**src/rtl/load_store_unit.sv**
```systemverilog
// MEM-stage load/store initiator for a big-endian, word-ported data memory.
// Sub-word stores are read-modify-write; loads extract from the registered read word.
module load_store_unit #(
  parameter int unsigned MEM_SIZE = 1024
) (
  input  logic        CLK,
  input  logic        RESET,
  input  logic        REQ_VALID,
  output logic        REQ_READY,
  input  logic        REQ_WRITE,
  input  logic [1:0]  REQ_SIZE,
  input  logic        REQ_SIGNED,
  input  logic [31:0] REQ_ADDR,
  input  logic [31:0] REQ_WDATA,
  output logic        RSP_VALID,
  output logic [31:0] RSP_RDATA,
  output logic        RSP_ERR,
  output logic        MEM_READ_EN,
  output logic        MEM_WRITE_EN,
  output logic [31:0] MEM_ADDRESS,
  output logic [31:0] MEM_DATA_IN,
  input  logic [31:0] MEM_DATA_OUT
);

  typedef enum logic [2:0] {
    IDLE, RD_ISSUE, RD_WAIT, WR_ISSUE, RESP
  } state_t;

  state_t state, state_nxt;

  logic        wr_q, sgn_q, err_q;
  logic [1:0]  size_q, ofs_q;
  logic [31:0] wdata_q;

  logic [31:0] req_base;
  logic        req_err;
  logic        accept;
  logic [7:0]  byte_v;
  logic [15:0] half_v;
  logic [31:0] load_v;
  logic [31:0] merged;

  assign req_base = {REQ_ADDR[31:2], 2'b00};
  assign accept   = (state == IDLE) && REQ_VALID;

  always_comb begin
    req_err = 1'b0;
    unique case (1'b1)
      (REQ_SIZE == 2'b11):                   req_err = 1'b1;
      (REQ_SIZE == 2'b01 && REQ_ADDR[0]):    req_err = 1'b1;
      (REQ_SIZE == 2'b10 && |REQ_ADDR[1:0]): req_err = 1'b1;
      default:                               req_err = 1'b0;
    endcase
    if (req_base + 32'd3 >= MEM_SIZE)
      req_err = 1'b1;
  end

  always_comb begin
    state_nxt = state;
    unique case (state)
      IDLE: begin
        if (REQ_VALID) begin
          if (req_err)
            state_nxt = RESP;
          else if (REQ_WRITE && REQ_SIZE == 2'b10)
            state_nxt = WR_ISSUE;
          else
            state_nxt = RD_ISSUE;
        end
      end
      RD_ISSUE: state_nxt = RD_WAIT;
      RD_WAIT:  state_nxt = wr_q ? WR_ISSUE : RESP;
      WR_ISSUE: state_nxt = RESP;
      RESP:     state_nxt = IDLE;
      default:  state_nxt = IDLE;
    endcase
  end

  // Lane select: offset 0 is the most significant byte
  always_comb begin
    byte_v = 8'h00;
    unique case (ofs_q)
      2'd0: byte_v = MEM_DATA_OUT[31:24];
      2'd1: byte_v = MEM_DATA_OUT[23:16];
      2'd2: byte_v = MEM_DATA_OUT[15:8];
      2'd3: byte_v = MEM_DATA_OUT[7:0];
      default: byte_v = 8'h00;
    endcase
    half_v = ofs_q[1] ? MEM_DATA_OUT[15:0] : MEM_DATA_OUT[31:16];
    load_v = MEM_DATA_OUT;
    unique case (size_q)
      2'b00: load_v = {{24{sgn_q & byte_v[7]}}, byte_v};
      2'b01: load_v = {{16{sgn_q & half_v[15]}}, half_v};
      default: load_v = MEM_DATA_OUT;
    endcase
  end

  always_comb begin
    merged = MEM_DATA_OUT;
    if (size_q == 2'b01) begin
      if (ofs_q[1]) merged[15:0]  = wdata_q[15:0];
      else          merged[31:16] = wdata_q[15:0];
    end else begin
      unique case (ofs_q)
        2'd0: merged[31:24] = wdata_q[7:0];
        2'd1: merged[23:16] = wdata_q[7:0];
        2'd2: merged[15:8]  = wdata_q[7:0];
        2'd3: merged[7:0]   = wdata_q[7:0];
        default: merged = MEM_DATA_OUT;
      endcase
    end
  end

  always_ff @(posedge CLK or posedge RESET) begin
    if (RESET) begin
      state       <= IDLE;
      wr_q        <= 1'b0;
      sgn_q       <= 1'b0;
      err_q       <= 1'b0;
      size_q      <= 2'b00;
      ofs_q       <= 2'b00;
      wdata_q     <= '0;
      MEM_ADDRESS <= '0;
      MEM_DATA_IN <= '0;
      RSP_RDATA   <= '0;
    end else begin
      state <= state_nxt;
      if (accept) begin
        wr_q        <= REQ_WRITE;
        sgn_q       <= REQ_SIGNED;
        err_q       <= req_err;
        size_q      <= REQ_SIZE;
        ofs_q       <= REQ_ADDR[1:0];
        wdata_q     <= REQ_WDATA;
        MEM_ADDRESS <= req_base;
        if (req_err)
          RSP_RDATA <= '0;
        if (REQ_WRITE && REQ_SIZE == 2'b10)
          MEM_DATA_IN <= REQ_WDATA;
      end
      if (state == RD_WAIT) begin
        if (wr_q) MEM_DATA_IN <= merged;
        else      RSP_RDATA   <= load_v;
      end
      if (state == WR_ISSUE)
        RSP_RDATA <= '0;
    end
  end

  assign REQ_READY    = (state == IDLE);
  assign MEM_READ_EN  = (state == RD_ISSUE);
  assign MEM_WRITE_EN = (state == WR_ISSUE);
  assign RSP_VALID    = (state == RESP);
  assign RSP_ERR      = (state == RESP) && err_q;

endmodule
```
**config.mk**
```make
export PLATFORM = sky130hd
export DESIGN_NAME = load_store_unit
export DESIGN_NICKNAME = d
export VERILOG_FILES = /design/src/rtl/load_store_unit.sv
export SDC_FILE = /design/constraint.sdc
export NUM_CORES = 1
export LEC_CHECK = 0
export ABC_AREA = 0
export CAP_MARGIN = 30
export CORE_ASPECT_RATIO = 0.75
export CORE_MARGIN = 2
export CORE_UTILIZATION = 48
export CTS_BUF_LIST = sky130_fd_sc_hd__clkbuf_2 sky130_fd_sc_hd__clkbuf_4 sky130_fd_sc_hd__clkbuf_8
export DETAILED_ROUTE_END_ITERATION = 8
export HOLD_SLACK_MARGIN = 0.06
export PLACE_DENSITY = 0.83
export SYNTH_ARGS = -nofsm -noshare
export SYNTH_HDL_FRONTEND = slang
export SYNTH_SLANG_ARGS = --single-unit
```
**constraint.sdc**
```tcl
create_clock -name CLK -period 5 [get_ports CLK]
set_clock_uncertainty 0.15 [all_clocks]
set_input_delay 1 -clock CLK [delete_from_list [all_inputs] [get_ports CLK]]
set_output_delay 1 -clock CLK [all_outputs]
set_load 0.01 [all_outputs]
```
==> metrics, run 1 <==
diodes inserted 0; CTS HTree Levels 4; Final #Nets 900; Placed Cells 942; Final Max Tran Viols 0; Post-Syn Area 6100 um2; Pwr per Cell Area 333 nW/um2; slew margin rel. 34.5%; GR Overflow Total 0; Routed Antenna Nets 0; Syn Area/Cell 10.0 um2; Setup crit end kind primary output; period utilization 65.8%; crit start category register; fmax roughly 300 MHz; CTS tree built; Hold Fails Final Rpt 0; Worst Path Max Fanout 8; count of different cell masters after synthesis 47; Post-DP HPWL around 15,000 um; Worst-path clk slew 80 ps; Routed wire per std cell approximately 20 um; final core occ about 70%; worst-skew pair later-pin latency between 400 and 500 ps; asr flop ratio synth 100%; run status complete, no violations; GR Util All Layers between 20 and 30%; Die X 134 um; Area Overhead vs Synth 42.0%; Synth area leaders dfrtp_1 (49%), mux2i_1 (15%), nand2_1 (8.6%); Starting Density 49.4%; pin count of the biggest net entering global routing 65; Primary FF master, synth dfrtp_1; CTS Buffer Depth 2; sequential fraction of the synthesis area 49.3%; Routed WL 19,500 um; Iter 0 DRT Violations 569; required time of the critical path 3850 ps; top-area cell type share of the netlist area 49.3%; crit path time final around 3300 ps; clock tree root driver cell clkbuf_8; setup TNS 0 ps; Leak Pwr 3.60 nW; # DRC 0; vias post-DR 5,595; worst IR drop on VDD between 0.00015 and 0.0002 V; Setup Buffers After CTS 0; Mapped Cells 609; final non-filler cell total roughly 980; RSZ-0062 raised after global routing false; die area 13,600 um2; CTS Buf Count 17; Core Box Area approximately 12,000 um2; Sink Count 120; cts repair resizes 0; Worst Max-Slew Pin Slew 983 ps; drt first pass iters 6; cts hold-fix bufs 0; area leader, netlist dfrtp_1; synth warn 0; first-pass GRT wire length 29,800 um; #FFs+latches synth 120; Max Cap Violations 0; Setup-failing EPs final 0; HP Class register to register; routability cong. 0.903; vias per cell 5.73; Post-synth EDFFs 0; Die H 102 um; vias in the first global route approximately 5.6k; I/O Buffers 201; crit path DAT 2140 ps; fraction of layout cells with a size suffix above 1 between 9 and 10%; most common cell after layout, fill and taps aside clkdlybuf4s50_1; most frequent cells in the layout clkdlybuf4s50_1 (201), nand2_1 (139), dfrtp_1 (120); initial antenna violation count 0; FP Rows 35; Boundary Pins 204; CP Class register to primary output
cell families after synthesis:
group | share of synthesized area, %
AOI/OAI and AO/OA | 14.2
and+or+nand+nor | 14.7
other | 0.0615
DFF | 49.3
buffers and inverters | 4.95
muxes | 16.8
metrics by stage:
step / setup WS, ps / area (um2) / power (mW) / hold WS, ps
2_1_floorplan: 664 / 6100 / 1.57 / 291
3_3_place_gp: 1660 / 8150 / 1.96 / 306
3_5_place_dp: 1540 / 8200 / 1.98 / 311
4_1_cts: 1730 / 8610 / 2.88 / 330
5_1_grt: 1630 / 8660 / 3.01 / 346
6_report: 1710 / 8660 / 2.88 / 330
routing by layer:
| metal | up-vias | wire length [um] | global-route usage, % |
|---|---|---|---|
| met5 | - | 0 | 0 |
| met2 | 291 | 8630 | 43.4 |
| met3 | 38 | 1770 | 7.36 |
| met4 | 0 | 477 | 10.9 |
| met1 | 2724 | 8640 | 40.8 |
| li1 | 2542 | - | - |
where the power goes:
part	internal (mW)	total [mW]	switching [mW]
registers	1.09	1.19	0.0922
clock network	0.495	0.897	0.402
logic	0.405	0.799	0.394
total	1.99	2.88	0.889
registers in the layout (all words and copies together) (netlist names):
| signal | count |
|---|---|
| wdata_q | 16 |
| MEM_DATA_IN | 32 |
| state | 3 |
| size_q | 2 |
| sgn_q | 1 |
| err_q | 1 |
| RSP_RDATA | 32 |
| wr_q | 1 |
| MEM_ADDRESS | 30 |
| ofs_q | 2 |
worst max-delay path, stage by stage (launching register included):
cell	delay (ps)
dfrtp_1	510
or2_2	380
nor2_1	130
and2_1	140
clkdlybuf4s50_1	540
synth_stat cells (8+ instances only):
cell type,instances
buf_2,19
a21oi_1,16
nand2_1,139
nor3b_1,8
nor2_1,18
dfrtp_1,120
o22ai_1,38
mux2_2,12
a22oi_1,11
clkbuf_1,16
inv_1,13
mux2i_1,89
o21ai_0,23
cell type report:
| cell class | instances | area [um2] |
|---|---|---|
| Clock buffer | 22 | 290 |
| Timing Repair Buffer | 213 | 2170 |
| Inverter | 13 | 51.3 |
| Fill cell | 933 | 3690 |
| Tap cell | 166 | 208 |
| Sequential cell | 120 | 3000 |
| Multi-Input combinational cell | 432 | 2820 |
| Clock inverter | 10 | 119 |
final timing paths:
check / startpoint / to / slack [ps] / depth (start not counted)
worst max-delay path: state[0] / RSP_ERR / 1710 / 4
worst min-delay path: MEM_ADDRESS[25] / MEM_ADDRESS[25] / 330 / 2
worst max register to register: size_q[1] / RSP_RDATA[29] / 2220 / 5
max in group asynchronous: RESET / wdata_q[14] / 3110 / 4
worst min register to register: MEM_ADDRESS[25] / MEM_ADDRESS[25] / 330 / 2
min in group asynchronous: RESET / RSP_RDATA[11] / 720 / 2
Power figures use the tool's default switching activity.
==> run 2: changes to the inputs <==
- clock period: 5 -> 3.4 ns (I/O delays scaled with it)
==> metrics, run 2 (same netlist as run 1, synthesis figures left out) <==
pin count of the biggest net entering global routing 42 (-35%); Worst-path clk slew 70 ps (about the same); Routed WL 19,600 um (+0.61%); diodes inserted 0 (unchanged); most frequent cells in the layout clkdlybuf4s50_1 (201), nand2_1 (139), dfrtp_1 (120); Boundary Pins 204 (unchanged); Starting Density 49.4% (unchanged); Hold Path End MEM_ADDRESS[24]; fraction of layout cells with a size suffix above 1 9.47% (+0.34 points); cts repair resizes 0 (unchanged); final non-filler cell total 979 (+0.31%); vias in the first global route 5,466 (-1.8%); Leak Pwr 3.62 nW (+0.39%); crit start category register; Hold Crit Start MEM_ADDRESS[24]; clock tree root driver cell clkbuf_8; RSZ-0062 raised after global routing false; period utilization between 80% and 90%; cts hold-fix bufs 0 (unchanged); Post-DP HPWL 14,600 um (+0.36%); fmax 339 MHz; GR Util All Layers 28.9% (unchanged); die area 13,600 um2 (unchanged); drt first pass iters 5 (-1); initial antenna violation count 0 (unchanged); I/O Buffers 201 (unchanged); Top Registers MEM_DATA_IN x32, RSP_RDATA x32, MEM_ADDRESS x30; R2R setup slack 970 ps (-1250 ps); Final WS setup 454 ps (-1250 ps); routability cong. 0.943 (+4.4%); HP Class register to register; Sink Count 120 (unchanged); Worst R2R Start size_q[1]; Setup WS pre-CTS 490 ps (-1050 ps); Setup-failing EPs final 0 (unchanged); Core Box Area 12,300 um2 (unchanged); Die H 102 um (unchanged); FP Rows 35 (unchanged); reg-to-reg endpoint RSP_RDATA[26]; worst IR drop on VDD 0.000334 V (+68%); GR Overflow Total 0 (unchanged); Area Overhead vs Synth 42.8%; worst reg2reg path depth 6 (+1); Die X 134 um (unchanged); Max Cap Violations 0 (unchanged); CTS HTree Levels 4 (unchanged); CTS tree built; Setup crit end kind primary output; Worst Max-Slew Pin Slew 636 ps (-348 ps); setup TNS 0 ps (unchanged); CTS Buf Count 17 (unchanged); hold depth 2 (unchanged); Routed wire per std cell 20.1 um (+0.30%); required time of the critical path 2570 ps (-1280 ps); first-pass GRT wire length 30,000 um (+0.67%); CTS Buffer Depth 2 (unchanged); Pwr per Cell Area 500 nW/um2 (+50%); Final Max Tran Viols 0 (unchanged); Setup Buffers After CTS 0 (unchanged); # DRC 0 (unchanged); Final #Nets 903 (+0.33%); Worst Path Max Fanout 8 (unchanged); Placed Cells 946 (+0.42%); most common cell after layout, fill and taps aside clkdlybuf4s50_1; slew margin rel. 57.6% (+23 points); Routed Antenna Nets 0 (unchanged); crit path time final 2950 ps; vias per cell 5.74 (+0.16%); worst-skew pair later-pin latency 430 ps (about the same); vias post-DR 5,621 (+0.46%); run status complete, no violations; CP Class register to primary output; Hold Fails Final Rpt 0 (unchanged); crit path DAT 2120 ps (-20 ps); Iter 0 DRT Violations 563 (-1.1%)
==> run 2: cell count changes in the layout (fill, tap and decap cells not counted), moves of 2 or more <==
cell        delta
buf_4          +4
clkbuf_8       -3
buf_12         +2
bufinv_16      +2
clkinvlp_4     +2
==> run 2: layout make-up <==
cell class | instances | area (um2)
multi-input cells | 432 | 2820
flip-flops and latches | 120 | 3000
well taps | 166 | 208
clock buffers | 18 | 241
clock inverters | 14 | 199
fillers | 925 | 3640
inverters | 13 | 52.6
repair buffers | 216 | 2180
==> run 2: stage by stage <==
step	util, %	cell area [um2]	power [mW]	hold WS [ps]
2_1_floorplan	-	6100	2.31	291
3_3_place_gp	66.7	8240	2.89	309
3_5_place_dp	66.7	8240	2.92	312
4_1_cts	70.3	8680	4.35	330
5_1_grt	70.5	8710	4.53	344
6_report	70.5	8710	4.35	326
==> run 2: worst max-delay path by stage <==
| stage | startpoint | to | cells past startpoint |
|---|---|---|---|
| after CTS | state[0] | RSP_ERR | 4 |
| after detailed placement | REQ_ADDR[27] | state[2] | 5 |
| after floorplan | RESET | MEM_ADDRESS[10] | 1 |
| final | state[0] | RSP_ERR | 4 |
| after global routing | state[0] | RSP_ERR | 4 |
| after global placement | REQ_ADDR[27] | state[2] | 5 |
==> run 2: power by group <==
part | switching [mW] | internal (mW)
clock network | 0.618 | 0.812
registers | 0.140 | 1.61
logic | 0.578 | 0.599
==> run 2: layer usage <==
metal  vias up  GRT usage, %  wire length (um)
met2       339          44.8              8990
met1      2695          40.6              8520
met3        31          8.51              1840
met5         -             0                 0
met4         0          6.88               292
li1       2556             -                 -
==> run 2: worst max-delay path, stage by stage (launching register included) <==
cell             delay [ps]
dfrtp_1                 510
or2_2                   380
nor2_1                  120
and2_1                  140
clkdlybuf4s50_1         540
==> run 3: changes to the inputs <==
- CTS_CLUSTER_DIAMETER: not set -> 150
==> results of run 3 <==
Same layout as run 2: the final DEF is identical, and so are final timing and power.
